File: config.mk
export PLATFORM = sky130hd
export DESIGN_NAME = alu_pipe
export DESIGN_NICKNAME = d
export VERILOG_FILES = /design/src/rtl/alu_pkg.sv /design/src/rtl/alu_core.sv /design/src/rtl/alu_pipe.sv
export SDC_FILE = /design/constraint.sdc
export NUM_CORES = 1
export LEC_CHECK = 0
export CORE_UTILIZATION = 35
export DETAILED_ROUTE_END_ITERATION = 16
export SYNTH_ARGS = -nofsm -noshare
export SYNTH_HDL_FRONTEND = slang
export SYNTH_HIERARCHICAL = 1
export SYNTH_SLANG_ARGS = --single-unit
export TNS_END_PERCENT = 30
File: constraint.sdc
create_clock -name i_clock -period 4.2 [get_ports i_clock]
set_input_delay 0.42 -clock i_clock [delete_from_list [all_inputs] [get_ports i_clock]]
set_output_delay 0.42 -clock i_clock [all_outputs]
set_load 0.02 [all_outputs]
File: src/rtl/alu_pkg.sv
// Shared constants for the pipelined ALU: MIPS funct opcodes and the
// bit positions of the status-flag vector carried alongside each result.
package alu_pkg;

   localparam int NB_OP = 6;

   localparam logic [NB_OP-1:0] OP_ADD  = 6'b100000;
   localparam logic [NB_OP-1:0] OP_SUB  = 6'b100010;
   localparam logic [NB_OP-1:0] OP_AND  = 6'b100100;
   localparam logic [NB_OP-1:0] OP_OR   = 6'b100101;
   localparam logic [NB_OP-1:0] OP_XOR  = 6'b100110;
   localparam logic [NB_OP-1:0] OP_NOR  = 6'b100111;
   localparam logic [NB_OP-1:0] OP_SLT  = 6'b101010;
   localparam logic [NB_OP-1:0] OP_SLTU = 6'b101011;
   localparam logic [NB_OP-1:0] OP_SLL  = 6'b000000;
   localparam logic [NB_OP-1:0] OP_SRL  = 6'b000010;
   localparam logic [NB_OP-1:0] OP_SRA  = 6'b000011;

   localparam int NB_FLAGS = 5;
   localparam int ZERO     = 0;
   localparam int NEG      = 1;
   localparam int CARRY    = 2;
   localparam int OVF      = 3;
   localparam int ILLEGAL  = 4;

endpackage

File: src/rtl/alu_core.sv
// Combinational ALU datapath: result plus zero/negative/carry/overflow/illegal
// flags for one operand pair. Sits between the two pipeline registers.
module alu_core
   import alu_pkg::*;
#(
   parameter int NB_DATA   = 8,
   parameter int NB_OPCODE = 6,
   parameter int NB_SHAMT  = $clog2(NB_DATA)
)
(
   input  logic [NB_DATA-1:0]   i_a,
   input  logic [NB_DATA-1:0]   i_b,
   input  logic [NB_OPCODE-1:0] i_opcode,
   output logic [NB_DATA-1:0]   o_result,
   output logic [NB_FLAGS-1:0]  o_flags
);

   localparam int MSB = NB_DATA - 1;

   logic signed [NB_DATA-1:0] a_s;
   logic signed [NB_DATA-1:0] b_s;
   logic signed [NB_DATA:0]   a_ext;
   logic        [NB_SHAMT-1:0] sh;
   logic [NB_DATA:0]          sum;
   logic [NB_DATA:0]          dif;
   logic [NB_DATA:0]          sll_x;
   logic [NB_DATA:0]          srl_x;
   logic signed [NB_DATA:0]   sra_x;
   logic [NB_DATA-1:0]        res;
   logic                      cry;
   logic                      ovf;
   logic                      ill;

   assign a_s   = i_a;
   assign b_s   = i_b;
   assign sh    = i_b[NB_SHAMT-1:0];
   assign sum   = {1'b0, i_a} + {1'b0, i_b};
   assign dif   = {1'b0, i_a} - {1'b0, i_b};
   // One guard bit on each shift catches the last bit shifted out.
   assign sll_x = {1'b0, i_a} << sh;
   assign srl_x = {i_a, 1'b0} >> sh;
   assign a_ext = {i_a, 1'b0};
   assign sra_x = a_ext >>> sh;

   always_comb begin
      res = '0;
      cry = 1'b0;
      ovf = 1'b0;
      ill = 1'b0;
      case (i_opcode)
         NB_OPCODE'(OP_ADD): begin
            res = sum[NB_DATA-1:0];
            cry = sum[NB_DATA];
            ovf = (i_a[MSB] == i_b[MSB]) && (sum[MSB] != i_a[MSB]);
         end
         NB_OPCODE'(OP_SUB): begin
            res = dif[NB_DATA-1:0];
            cry = dif[NB_DATA];
            ovf = (i_a[MSB] != i_b[MSB]) && (dif[MSB] != i_a[MSB]);
         end
         NB_OPCODE'(OP_AND):  res = i_a & i_b;
         NB_OPCODE'(OP_OR):   res = i_a | i_b;
         NB_OPCODE'(OP_XOR):  res = i_a ^ i_b;
         NB_OPCODE'(OP_NOR):  res = ~(i_a | i_b);
         NB_OPCODE'(OP_SLT):  res = {{(NB_DATA-1){1'b0}}, (a_s < b_s)};
         NB_OPCODE'(OP_SLTU): res = {{(NB_DATA-1){1'b0}}, (i_a < i_b)};
         NB_OPCODE'(OP_SLL): begin
            res = sll_x[NB_DATA-1:0];
            cry = sll_x[NB_DATA];
         end
         NB_OPCODE'(OP_SRL): begin
            res = srl_x[NB_DATA:1];
            cry = srl_x[0];
         end
         NB_OPCODE'(OP_SRA): begin
            res = sra_x[NB_DATA:1];
            cry = sra_x[0];
         end
         default: ill = 1'b1;
      endcase
   end

   assign o_result        = res;
   assign o_flags[ZERO]    = ~ill & (res == '0);
   assign o_flags[NEG]     = ~ill & res[MSB];
   assign o_flags[CARRY]   = cry;
   assign o_flags[OVF]     = ovf;
   assign o_flags[ILLEGAL] = ill;

endmodule

File: src/rtl/alu_pipe.sv
// Two-stage valid/ready wrapper around alu_core: operand register, then
// result/flag register. Full throughput, lossless backpressure.
module alu_pipe
   import alu_pkg::*;
#(
   parameter int NB_DATA   = 8,
   parameter int NB_OPCODE = 6,
   parameter int NB_SHAMT  = $clog2(NB_DATA)
)
(
   input  logic                 i_clock,
   input  logic                 i_reset_n,
   input  logic                 i_valid,
   output logic                 o_ready,
   input  logic [NB_DATA-1:0]   i_first_operator,
   input  logic [NB_DATA-1:0]   i_second_operator,
   input  logic [NB_OPCODE-1:0] i_opcode,
   output logic                 o_valid,
   input  logic                 i_ready,
   output logic [NB_DATA-1:0]   o_result,
   output logic                 o_zero,
   output logic                 o_negative,
   output logic                 o_carry,
   output logic                 o_overflow,
   output logic                 o_illegal
);

   logic                 vld_p1;
   logic                 vld_p2;
   logic                 s1_en;
   logic                 s2_en;
   logic [NB_DATA-1:0]   a_p1;
   logic [NB_DATA-1:0]   b_p1;
   logic [NB_OPCODE-1:0] op_p1;
   logic [NB_DATA-1:0]   res_c;
   logic [NB_FLAGS-1:0]  flg_c;
   logic [NB_DATA-1:0]   res_p2;
   logic [NB_FLAGS-1:0]  flg_p2;
   logic [NB_FLAGS-1:0]  flg_out;

   assign s2_en   = ~vld_p2 | i_ready;
   assign s1_en   = ~vld_p1 | s2_en;
   assign o_ready = s1_en;

   always_ff @(posedge i_clock or negedge i_reset_n) begin
      if (!i_reset_n) begin
         vld_p1 <= 1'b0;
         vld_p2 <= 1'b0;
      end else begin
         if (s1_en) vld_p1 <= i_valid;
         if (s2_en) vld_p2 <= vld_p1;
      end
   end

   // ---- stage 1: operand capture ----
   always_ff @(posedge i_clock) begin
      if (i_valid & s1_en) begin
         a_p1  <= i_first_operator;
         b_p1  <= i_second_operator;
         op_p1 <= i_opcode;
      end
   end

   alu_core #(
      .NB_DATA   (NB_DATA),
      .NB_OPCODE (NB_OPCODE),
      .NB_SHAMT  (NB_SHAMT)
   ) u_core (
      .i_a      (a_p1),
      .i_b      (b_p1),
      .i_opcode (op_p1),
      .o_result (res_c),
      .o_flags  (flg_c)
   );

   // ---- stage 2: result and flag register ----
   always_ff @(posedge i_clock) begin
      if (s2_en & vld_p1) begin
         res_p2 <= res_c;
         flg_p2 <= flg_c;
      end
   end

   // Data registers carry no reset; masking by the stage valid keeps the
   // outputs at zero whenever nothing (or nothing since reset) is held.
   assign o_valid    = vld_p2;
   assign o_result   = vld_p2 ? res_p2 : '0;
   assign flg_out    = vld_p2 ? flg_p2 : '0;
   assign o_zero     = flg_out[ZERO];
   assign o_negative = flg_out[NEG];
   assign o_carry    = flg_out[CARRY];
   assign o_overflow = flg_out[OVF];
   assign o_illegal  = flg_out[ILLEGAL];

endmodule

==> flow_summary.ini <==
[clocking]
cts_hold_buf = 0
clockBufferDepth = 2
cts_buffers = 5
insertion_delay_ns = 0.28
cts_root_buf = clkbuf_8
path_clk_slew_ns = 0.08
htreeDepth = 2
post_cts_resized = 0
post_cts_buffers = 0
clock_sinks = 37
cts_tree = done

[sta]
whs_ns = 0.301
min_period_ns = 3.32
timing.fmax_ghz = 0.301
slew_violations = 0
setup_viol = 0
slew-limit-headroom_pct = 31.4
tightest_slew_ns = 1.03
rsz0062_at_grt = no
final_hold_viol_count = 0
tns_ns = 0
worst_slack_ns = 0.879
period_share_pct = 79.1
clock_skew_ns = 0.00513

[run_status]
status = completed

[floorplan]
initial_utilization_pct = 36.7
fp-row-count = 34
io_pins = 41
die_area_um2 = 9670
core_um2 = 8850
die_y_um = 98.3
die_w_um = 98.3

[placed_design]
portBuffers = 40
place.gp.congestion = 0.917
place_ws_ns = 0.932
hpwl_mm = 6.15

[synthesis]
synth_seq_cells = 37
syn_avg_cell_area_um2 = 10.1
synth_top_area_cell = edfxtp_1
syn_inst = 321
ys_warn_count = 6
synthTopCellsByArea = edfxtp_1 (32%), ha_1 (9.6%), mux4_2 (6.9%)
synth_flop_cell = edfxtp_1
synth_edf_count = 35
synth_top_cell_area_share_pct = 32.4
synth_nets = 374
yosysMostFrequentCell = edfxtp_1
synth-seq-area-share_pct = 33.9
syn-cell-area_um2 = 3250
synthTopCellsByCount = edfxtp_1 (35), ha_1 (25), inv_1 (20), and2_1 (18), nor2_1 (18)
synth_cell_types = 62
async_reset_ff_share_pct = 5.41

[setup_path]
r2r-start = a_p1[1]
cp_data_required_time_ns = 4.31
critPathArrivalTime_ns = 3.43
endpoint_kind = register
worstPathMaxFanout = 10
critical_path_class = register to register
critical_path.startpoint = a_p1[1]
start_kind = register

[flow_run]
cap_violations = 0

[drt]
drt_iter0_drc = 139
first_pass_iters = 6
vias = 2629
vias_per_cell = 5.68
drc = 0
finalWirelength_mm = 7.98
wl_per_cell_um = 17.2
postRouteAntennaNets = 0

[power]
p_total_uw = 1110
powerDensity_nw_per_um2 = 289
peakVddDrop_v = 0.000158
leakagePower_uw = 0.00146

[cells_and_area]
drive_gt1_share_pct = 8.73
syn2layout_area_growth_pct = 18.1
diodes = 0
fin_nets = 407
nFillCells = 882

[global_route]
grtUsageTotal_pct = 17.7
grt_max_degree = 23
overflow = 0
grt_pass1_vias = 2540
grt_pass1_wl_mm = 13.4
grt_antenna_before_repair = 0

[worst_hold_path]
min_path_type = input port to async pin
==> cells in the final DEF (no fill, tap or decap), drive strengths merged, types with 5 or more instances in the layout <==
cell           instances
o21ai                 10
clkbuf                 7
ha                    25
mux2i                  9
mux4                  10
a221oi                 5
nand2b                11
inv                   22
nor2                  18
nand2                 16
edfxtp                35
xnor2                  8
buf                    6
a21o                   6
a211oi                10
a21oi                 13
nor3                   7
clkdlybuf4s50         40
and2                  18
==> worst max-delay path, cell delays in order (launching register included) <==
cell	delay, ns
edfxtp_1	0.55
inv_1	0.18
ha_1	0.36
o21bai_1	0.24
a21oi_1	0.13
a221o_1	0.35
a221o_1	0.36
or4b_1	0.50
or3_1	0.32
nor4_2	0.15
==> path summary, 6_finish.rpt <==
path / endpoint / slack (ns) / cells past startpoint
worst min register to register: o_valid / 0.51 / 1
max in group asynchronous: vld_p1 / 3.78 / 1
worst max-delay path: flg_p2[0] / 0.88 / 9
min in group i_clock: o_valid / 0.51 / 1
worst max register to register: flg_p2[0] / 0.88 / 9
worst min-delay path: o_valid / 0.30 / 1
==> per-stage QoR <==
stage          instance area (um^2)  utilization [%]  cells
6_report                       3830             43.3    463
5_1_grt                        3830             43.3    463
4_1_cts                        3830             43.3    463
3_5_place_dp                   3720             42.0    455
3_3_place_gp                   3720             42.0    455
2_1_floorplan                  3250                -    321
==> cell families (layout without fill, tap and decap cells) <==
kind of cell             Yosys count  count (layout)  share of synthesized area, %
flip-flops                        37              37                          33.9
buffers and inverters             43              77                          6.05
XOR/XNOR                          12              12                          3.24
AND/OR/NAND/NOR                  101             101                          17.8
multiplexers                      21              21                          10.4
AO/OA/AOI/OAI                     80              80                          17.8
adder cells (fa/ha/maj)           27              27                          10.9
==> registers in the layout (all words and copies together) (netlist names) <==
name / cells
op_p1: 6
o_valid: 1
a_p1: 8
res_p2: 8
vld_p1: 1
b_p1: 8
flg_p2: 5
==> metal layers <==
layer,up-vias,global-route usage [%],wire length [um]
li1,1270,-,-
met1,1269,23.7,3680
met2,75,29.4,3780
met3,15,3.29,342
met4,0,4.59,176
met5,-,0,0
==> power by group <==
part	total [uW]	internal, uW	switching (uW)	leakage (uW)
clock	321	194	127	0.0000585
combinational	315	149	166	0.00104
sequential	471	438	32.5	0.000359
total	1110	781	325	0.00146
==> layout make-up <==
type | instances | area, um^2 | area share, %
Clock buffer | 7 | 86.3 | 2.25
Multi-Input combinational cell | 241 | 1950 | 50.8
Timing Repair Buffer | 46 | 445 | 11.6
Inverter | 23 | 86.3 | 2.25
Sequential cell | 37 | 1100 | 28.7
Tap cell | 108 | 135 | 3.52
Clock inverter | 1 | 30.0 | 0.783
No activity file was read; power rests on OpenSTA's default activity.
